[src/rtl/cacheline_adaptor.sv]
`default_nettype none
// ============================================================================
//  Module      : cacheline_adaptor
//  Description : Bridges a 256-bit cache line port to a 64-bit burst memory.
//                A line fill becomes a 4-beat burst read, a writeback becomes
//                a 4-beat burst write, and one resp_o pulse is returned to
//                the cache once the whole line has moved. Both directions are
//                fully buffered inside the adaptor.
//
//  Ports (cache side)
//    line_i    [255:0] in  : writeback line
//    line_o    [255:0] out : assembled fill line (read buffer)
//    address_i [31:0]  in  : line address
//    read_i            in  : line read request
//    write_i           in  : line write request
//    resp_o            out : one-cycle completion pulse
//  Ports (memory side)
//    burst_i   [63:0]  in  : read beat
//    burst_o   [63:0]  out : write beat
//    address_o [31:0]  out : burst address
//    read_o            out : burst read request
//    write_o           out : burst write request
//    resp_i            in  : beat strobe, one beat per high cycle
//  Clock/reset : clk rising edge, rst synchronous active-high
//
//  Revision    : 1.0  initial release
// ============================================================================
module cacheline_adaptor #(
    parameter int BEATS = 4
) (
    input  wire logic         clk,
    input  wire logic         rst,

    input  wire logic [255:0] line_i,
    output logic      [255:0] line_o,
    input  wire logic [31:0]  address_i,
    input  wire logic         read_i,
    input  wire logic         write_i,
    output logic              resp_o,

    input  wire logic [63:0]  burst_i,
    output logic      [63:0]  burst_o,
    output logic      [31:0]  address_o,
    output logic              read_o,
    output logic              write_o,
    input  wire logic         resp_i
);

    localparam int         c_cnt_w = $clog2(BEATS);
    localparam logic [c_cnt_w-1:0] c_last_beat = c_cnt_w'(BEATS - 1);

    typedef enum logic [1:0] {
        ST_IDLE  = 2'd0,
        ST_READ  = 2'd1,
        ST_WRITE = 2'd2,
        ST_DONE  = 2'd3
    } state_t;

    state_t               r_state;
    state_t               w_state_next;
    logic [c_cnt_w-1:0]   r_cnt;
    logic [31:0]          r_addr;
    logic [255:0]         r_wline;
    logic [255:0]         r_rline;
    logic [7:0]           w_beat_lsb;
    logic                 w_last_beat;

    // Bit offset of the current beat inside the line (cnt * 64).
    assign w_beat_lsb  = {r_cnt, 6'd0};
    assign w_last_beat = resp_i && (r_cnt == c_last_beat);

    // ------------------------------------------------------------------
    // State register
    // ------------------------------------------------------------------
    always_ff @(posedge clk) begin
        if (rst) begin
            r_state <= ST_IDLE;
        end else begin
            r_state <= w_state_next;
        end
    end

    // ------------------------------------------------------------------
    // Next-state logic. Write wins over read when both are requested.
    // ------------------------------------------------------------------
    always_comb begin
        w_state_next = r_state;
        case (r_state)
            ST_IDLE: begin
                if (write_i) begin
                    w_state_next = ST_WRITE;
                end else if (read_i) begin
                    w_state_next = ST_READ;
                end
            end
            ST_READ: begin
                if (w_last_beat) begin
                    w_state_next = ST_DONE;
                end
            end
            ST_WRITE: begin
                if (w_last_beat) begin
                    w_state_next = ST_DONE;
                end
            end
            ST_DONE: begin
                w_state_next = ST_IDLE;
            end
            default: begin
                w_state_next = ST_IDLE;
            end
        endcase
    end

    // ------------------------------------------------------------------
    // Datapath: request latch, beat counter and the two line buffers.
    // The counter wraps 3 -> 0 on the last beat, which coincides with
    // leaving the burst state, so no fifth beat can be taken.
    // ------------------------------------------------------------------
    always_ff @(posedge clk) begin
        if (rst) begin
            r_cnt   <= '0;
            r_addr  <= '0;
            r_wline <= '0;
            r_rline <= '0;
        end else begin
            case (r_state)
                ST_IDLE: begin
                    if (write_i) begin
                        r_wline <= line_i;
                        r_addr  <= address_i;
                        r_cnt   <= '0;
                    end else if (read_i) begin
                        r_addr  <= address_i;
                        r_cnt   <= '0;
                    end
                end
                ST_READ: begin
                    if (resp_i) begin
                        r_rline[w_beat_lsb +: 64] <= burst_i;
                        r_cnt <= r_cnt + 1'b1;
                    end
                end
                ST_WRITE: begin
                    if (resp_i) begin
                        r_cnt <= r_cnt + 1'b1;
                    end
                end
                default: begin
                end
            endcase
        end
    end

    // ------------------------------------------------------------------
    // Outputs are decoded purely from registered state, so no input has
    // a combinational path to any output.
    // ------------------------------------------------------------------
    assign read_o    = (r_state == ST_READ);
    assign write_o   = (r_state == ST_WRITE);
    assign resp_o    = (r_state == ST_DONE);
    assign address_o = r_addr;
    assign burst_o   = r_wline[w_beat_lsb +: 64];
    assign line_o    = r_rline;

endmodule
`default_nettype wire
[config.mk]
export PLATFORM = sky130hd
export DESIGN_NAME = cacheline_adaptor
export DESIGN_NICKNAME = d
export VERILOG_FILES = /design/src/rtl/cacheline_adaptor.sv
export SDC_FILE = /design/constraint.sdc
export NUM_CORES = 1
export LEC_CHECK = 0
export CORE_AREA = 4 4 276 278
export DETAILED_ROUTE_END_ITERATION = 6
export DIE_AREA = 0 0 280 282
export SLEW_MARGIN = 10
export SYNTH_ARGS = -nofsm -noshare
export SYNTH_HDL_FRONTEND = slang
export SYNTH_SLANG_ARGS = --single-unit
[constraint.sdc]
create_clock -name clk -period 3.4 [get_ports clk]
set_input_delay 0.34 -clock clk [delete_from_list [all_inputs] [get_ports clk]]
set_output_delay 0.34 -clock clk [all_outputs]
set_load 0.05 [all_outputs]
Yosys cells after proc, flatten, opt, wreduce, memory -nomap -nowiden

Index checks and enable logic that the tools add are counted.

Register bits: 548
Bits of input ports: 357
Output and inout bits: 355
Logic and storage cells: 38

Add/subtract/negate cells: 2
Eq/ne operators: 7
Shift operators: 3
Mux-type cells: 11
Reductions and logical operators: 10

Operators by type and width:

| cell                                                    | number |
|---|---|
| bitwise mux 256 bit                                     | 1 |
| variable shift 64 x 10 -> 256 bit, first input constant | 1 |
| variable part select 256 x 9 -> 64 bit                  | 1 |
| variable part select 64 x 10 -> 256 bit                 | 1 |
| 2-to-1 mux 32 bit                                       | 2 |
| 2-to-1 mux 2 bit                                        | 6 |
| negation 8 -> 10 bit                                    | 1 |
| AND reduction 2 bit                                     | 4 |
| equality test 2 bit, second input constant              | 3 |
| case mux 2 bit (3 select lines)                         | 1 |
| != test 2 x 1 -> 1 bit, second input constant           | 2 |
| case mux 2 bit (2 select lines)                         | 1 |
| nonzero test 2 bit                                      | 2 |
| != test 3 bit, second input constant                    | 1 |
| AND reduction 3 bit                                     | 1 |
| adder 2 x 1 -> 2 bit, second input constant             | 1 |
| equality test 2 x 1 -> 1 bit, second input constant     | 1 |
| logical NOT 2 bit                                       | 1 |
| OR reduction 2 bit                                      | 1 |
| logical AND 1 bit                                       | 1 |

Longest topological paths before layout

Depth in word-level cells: 4
Gate-level depth with buffers: 10
Gate-level depth less buffers: 5

Least setup slack after synthesis

Ideal clock, no wire load.

Kind: reg2reg
Start point: reg r_cnt[1]
End point: reg r_rline[195], in the netlist line_o[195]
Library setup time: 0.069 ns
Arrival time: 2.386 ns
Data required time: 3.331 ns
Path slack: 0.945 ns
Cell stages (with the launch flop): 10
Path buffers: 4
Clock period less this slack: 2.455 ns
Path through: dfxtp_1 buf_2 buf_1 inv_1 ha_1 buf_6 nor4b_4 buf_6 nand3_2 a21oi_2

Longest elaborated chain between the ends: 3
Elaborated cells between the ends (all ways): 4
Classes of those cells: 1 x add/sub; 2 x shift; 1 x mux

RTL lines:

| element                                                                                      | line | text |
|---|---|---|
| from (decl)                                                                                  | 61   | `logic [c_cnt_w-1:0] r_cnt;` |
| from (signal assigned)                                                                       | 141  | `r_cnt <= r_cnt + 1'b1;` |
| from (signal assigned)                                                                       | 146  | `r_cnt <= r_cnt + 1'b1;` |
| negation 8 -> 10 bit (*)                                                                     | 140  | `r_rline[w_beat_lsb +: 64] <= burst_i;` |
| variable part select 64 x 10 -> 256 bit or variable shift 64 x 10 -> 256 bit (tied branches) | 140  |  |
| bitwise mux 256 bit (*)                                                                      | 140  |  |
| to (signal, indexed assignment)                                                              | 140  |  |
| to (decl)                                                                                    | 64   | `logic [255:0] r_rline;` |

Every way passes the cells marked *; elsewhere a longest branch is shown, timed or not.
A chain may end at the register's enable or synchronous reset.

Worst setup path in the final report

Start point: reg r_cnt[0]
End point: out burst_o[15]

Longest elaborated chain between the ends: 1

RTL lines:

| element                                | line | text |
|---|---|---|
| variable part select 256 x 9 -> 64 bit | 163  | `assign burst_o = r_wline[w_beat_lsb +: 64];` |
| to (decl)                              | 42   | `output logic [63:0] burst_o,` |

Every way passes these cells.

==> results by group <==
Setup path
  – Reg2reg start: r_cnt[0]$_SDFFE_PP0P_
  – Startpoint types: register
  – Crit Path Max Fanout: 36
  – Termination of the worst setup path: burst_o[15]
  – Reg2Reg Setup Slack: 840 ps
  – R2r worst-path depth: 6
  – CP required: approximately 3100 ps
  – Setup crit start: r_cnt[0]$_SDFFE_PP0P_
  – Crit path DAT: 2850 ps
  – Crit. End Element: primary output
  – Crit path kind: register to primary output
  – R2r endpoint: line_o[251]$_SDFFE_PP0P_

Power
  – Pwr dens: 667 nW/um^2
  – Static Leak: roughly 11 nW
  – Worst VDD drop: 0.468 mV

Timing
  – RSZ-0062 raised after global routing: false
  – Slew @ Worst Pin: 875 ps
  – Tmin final: roughly 3200 ps
  – Rel. slew slack: 41.5%
  – Final slew viol count: 0
  – Sum of negative setup slack: 0 ps
  – Setup ws final: roughly 210 ps
  – Peak Freq: between 300 and 400 MHz
  – Final Skew: 33.2 ps
  – Fin crit share: 93.7%
  – Fin. Hold Viols: 0
  – Final setup fails: 0

Logic synthesis
  – Compound-cell area share of the yosys netlist: 14.7%
  – Most used flip-flop cell after synthesis: dfxtp_1
  – Main area contributors after synthesis: dfxtp_1 52%, nand2_1 14%, a21oi_1 11%, mux4_2 6.9%, nand3_1 4.4%
  – Xor and xnor fraction of the mapped netlist area: 0%
  – Post-synth EDFFs: 0
  – Cell taking the most area after synthesis: dfxtp_1
  – Synthesized cell area: 20900 sq um
  – Ys async rst share: 0%
  – Largest family of logic cells by synthesized area: simple AND/OR/NAND/NOR gates
  – Multiplexer share of the synthesized area: 6.88%
  – Register area share after synthesis: 52.4%
  – Synth top area share: 52.4%
  – Fraction of the mapped netlist area in simple logic gates: just over 20%
  – Cells after synthesis: 2456
  – Synthesized net count: 2823
  – Post-Synth Adder-Cell Area: 0.597%
  – Number of synthesized register bits: 548
  – Yosys warning count: 0
  – Distinct cells, synth: 35
  – Avg Cell Area, Syn: 8.53 sq um

Routing
  – Avg Vias per Cell: between 4 and 5
  – Uppermost layer routed: met5
  – 1st-iter DRT viols: 1679
  – DR vias: 20000
  – Drt total wl: 84700 um
  – WL met3: 6870 um
  – DR WL/cell: 20.7 um
  – DR pass1 iterations: 5
  – DRC Markers: 0
  – Routed Antenna Nets: 0
  – M1 WL: 34000 um
  – WL met2: 40800 um

GRT
  – Largest net degree at the start of global routing: 99
  – GRT Total Usage: 20.1%
  – GRT overflow: 0
  – First-pass GRT wire length: 122000 um
  – Initial antenna violation count: 21
  – Vias in the first global route: between 15000 and 20000

Clock network
  – Setup bufs post-CTS: 0
  – Worst-skew pair later-pin latency: roughly 600 ps
  – Clock Root Buffer: clkbuf_16
  – Cts hold-fix bufs: 0
  – CTS sink count: 548
  – Worst-path clk slew: about 60 ps
  – TritonCTS Buffers: 66
  – TritonCTS clock tree: yes
  – Bufs on Longest Clock Path: 3
  – CTS resizes: 0
  – Htree depth: 3

Die
  – IO Count: a little over 700
  – Die Span Y: about 280 um
  – Core area: 73900 sq um
  – Starting density of the core: 28.3%
  – Die ar.: 79000 sq um
  – Std cell rows: 100
  – Die Wd: ~280 um

Placement
  – Gpl congestion: ~0.88
  – Dpl ws: between 700 and 800 ps
  – Final HPWL DP: 58900 um
  – Placed cell areas: about 29000 sq um
  – Placed Cells: 3962
  – IO buf count: between 700 and 800

Layout
  – Fin area: approximately 31000 sq um
  – Fill cells: 7319
  – Synth-to-layout area growth: 49.8%
  – Most common cell after layout, fill and taps aside: nand2_1
  – Most frequent cells in the layout: 772 x nand2_1, 710 x clkdlybuf4s50_1, 546 x dfxtp_1
  – Fin cells: 4094
  – Nets: 3428
  – Layout cells sized above 1: about 8.2%
  – Finished Core Util: between 40% and 50%

Flow run
  – Max-cap viol count: 0

Min path
  – Hold crit path type: primary input to register

Outcome
  – Status: completed
[sequential cells by signal, indices dropped and copies added (netlist names)]
register   flops
r_state        2
address_o     32
r_cnt          2
line_o       256
r_wline      256
[cell usage after synthesis, types with 2 or more instances]
| master | count |
|---|---|
| nand2_1 | 773 |
| dfxtp_1 | 548 |
| a21oi_1 | 471 |
| nand3_1 | 185 |
| clkbuf_1 | 132 |
| buf_2 | 66 |
| nor2_1 | 65 |
| a32oi_1 | 64 |
| mux4_2 | 64 |
| buf_1 | 11 |
| a21oi_2 | 10 |
| ha_1 | 10 |
| nand3_2 | 10 |
| buf_6 | 8 |
| buf_4 | 5 |
| inv_1 | 5 |
| and3_1 | 3 |
| o21ai_0 | 3 |
| and2_1 | 2 |
| nand2b_1 | 2 |
| nand4_1 | 2 |
| nor2b_1 | 2 |
| nor3b_1 | 2 |
| nor4bb_1 | 2 |
[logic make-up (layout without fill, tap and decap cells)]
kind of cell	after synthesis	after routing
adder cells (fa/ha/maj)	10	10
AND/OR/NAND/NOR	1051	1051
buffers and inverters	227	880
other	0	16
multiplexers	64	64
flip-flops	548	548
AO/OA/AOI/OAI	556	556
[area by class of cell]
cell class / instances / area [sq um] / area share [%]
tap: 969 / 1210 / 3.86
timing repair buffer: 759 / 7850 / 25.0
clock inverter: 24 / 349 / 1.11
sequential: 548 / 11000 / 35.0
clock buffer: 92 / 1890 / 6.02
antenna: 16 / 40.0 / 0.128
multi-input combinational: 1681 / 9040 / 28.8
inverter: 5 / 18.8 / 0.0598
[metal layers]
layer / up-vias / global-route usage [%]
li1: 9592 / -
met5: - / 0
met2: 768 / 32.8
met3: 143 / 5.61
met1: 9449 / 25.2
met4: 2 / 8.28
[through the flow]
| step | total power, mW | hold WS (ps) |
|---|---|---|
| 2_1_floorplan | 11.5 | 433 |
| 3_3_place_gp | 13.8 | 437 |
| 3_5_place_dp | 13.8 | 443 |
| 4_1_cts | 21.2 | 228 |
| 5_1_grt | 21.9 | 255 |
| 6_report | 20.9 | 252 |
[how the worst min path moves through the flow]
stage	slack (ps)	to	startpoint	cells past startpoint
floorplan	430	r_wline[128]$_SDFFE_PP0P_	r_wline[128]$_SDFFE_PP0P_	2
global placement	440	line_o[82]$_SDFFE_PP0P_	line_o[82]$_SDFFE_PP0P_	2
detailed placement	440	line_o[149]$_SDFFE_PP0P_	line_o[149]$_SDFFE_PP0P_	2
CTS	230	line_o[0]$_SDFFE_PP0P_	rst	2
global route	250	address_o[5]$_SDFFE_PP0P_	address_i[5]	3
finish	250	line_o[0]$_SDFFE_PP0P_	rst	2
[power by group]
group          total (mW)  switching (mW)  leakage [nW]  internal [mW]
logic                6.10            3.91          5.16           2.19
registers            7.57           0.432          4.46           7.14
clock network        7.24            2.93          1.10           4.31
total                20.9            7.28          10.7           13.6
[critical path, stage by stage, from the launching register on]
cell and delay, ps:
dfxtp_4 560, buf_12 320, mux4_2 540, clkdlybuf4s50_1 750
No activity file was read; power rests on OpenSTA's default activity.
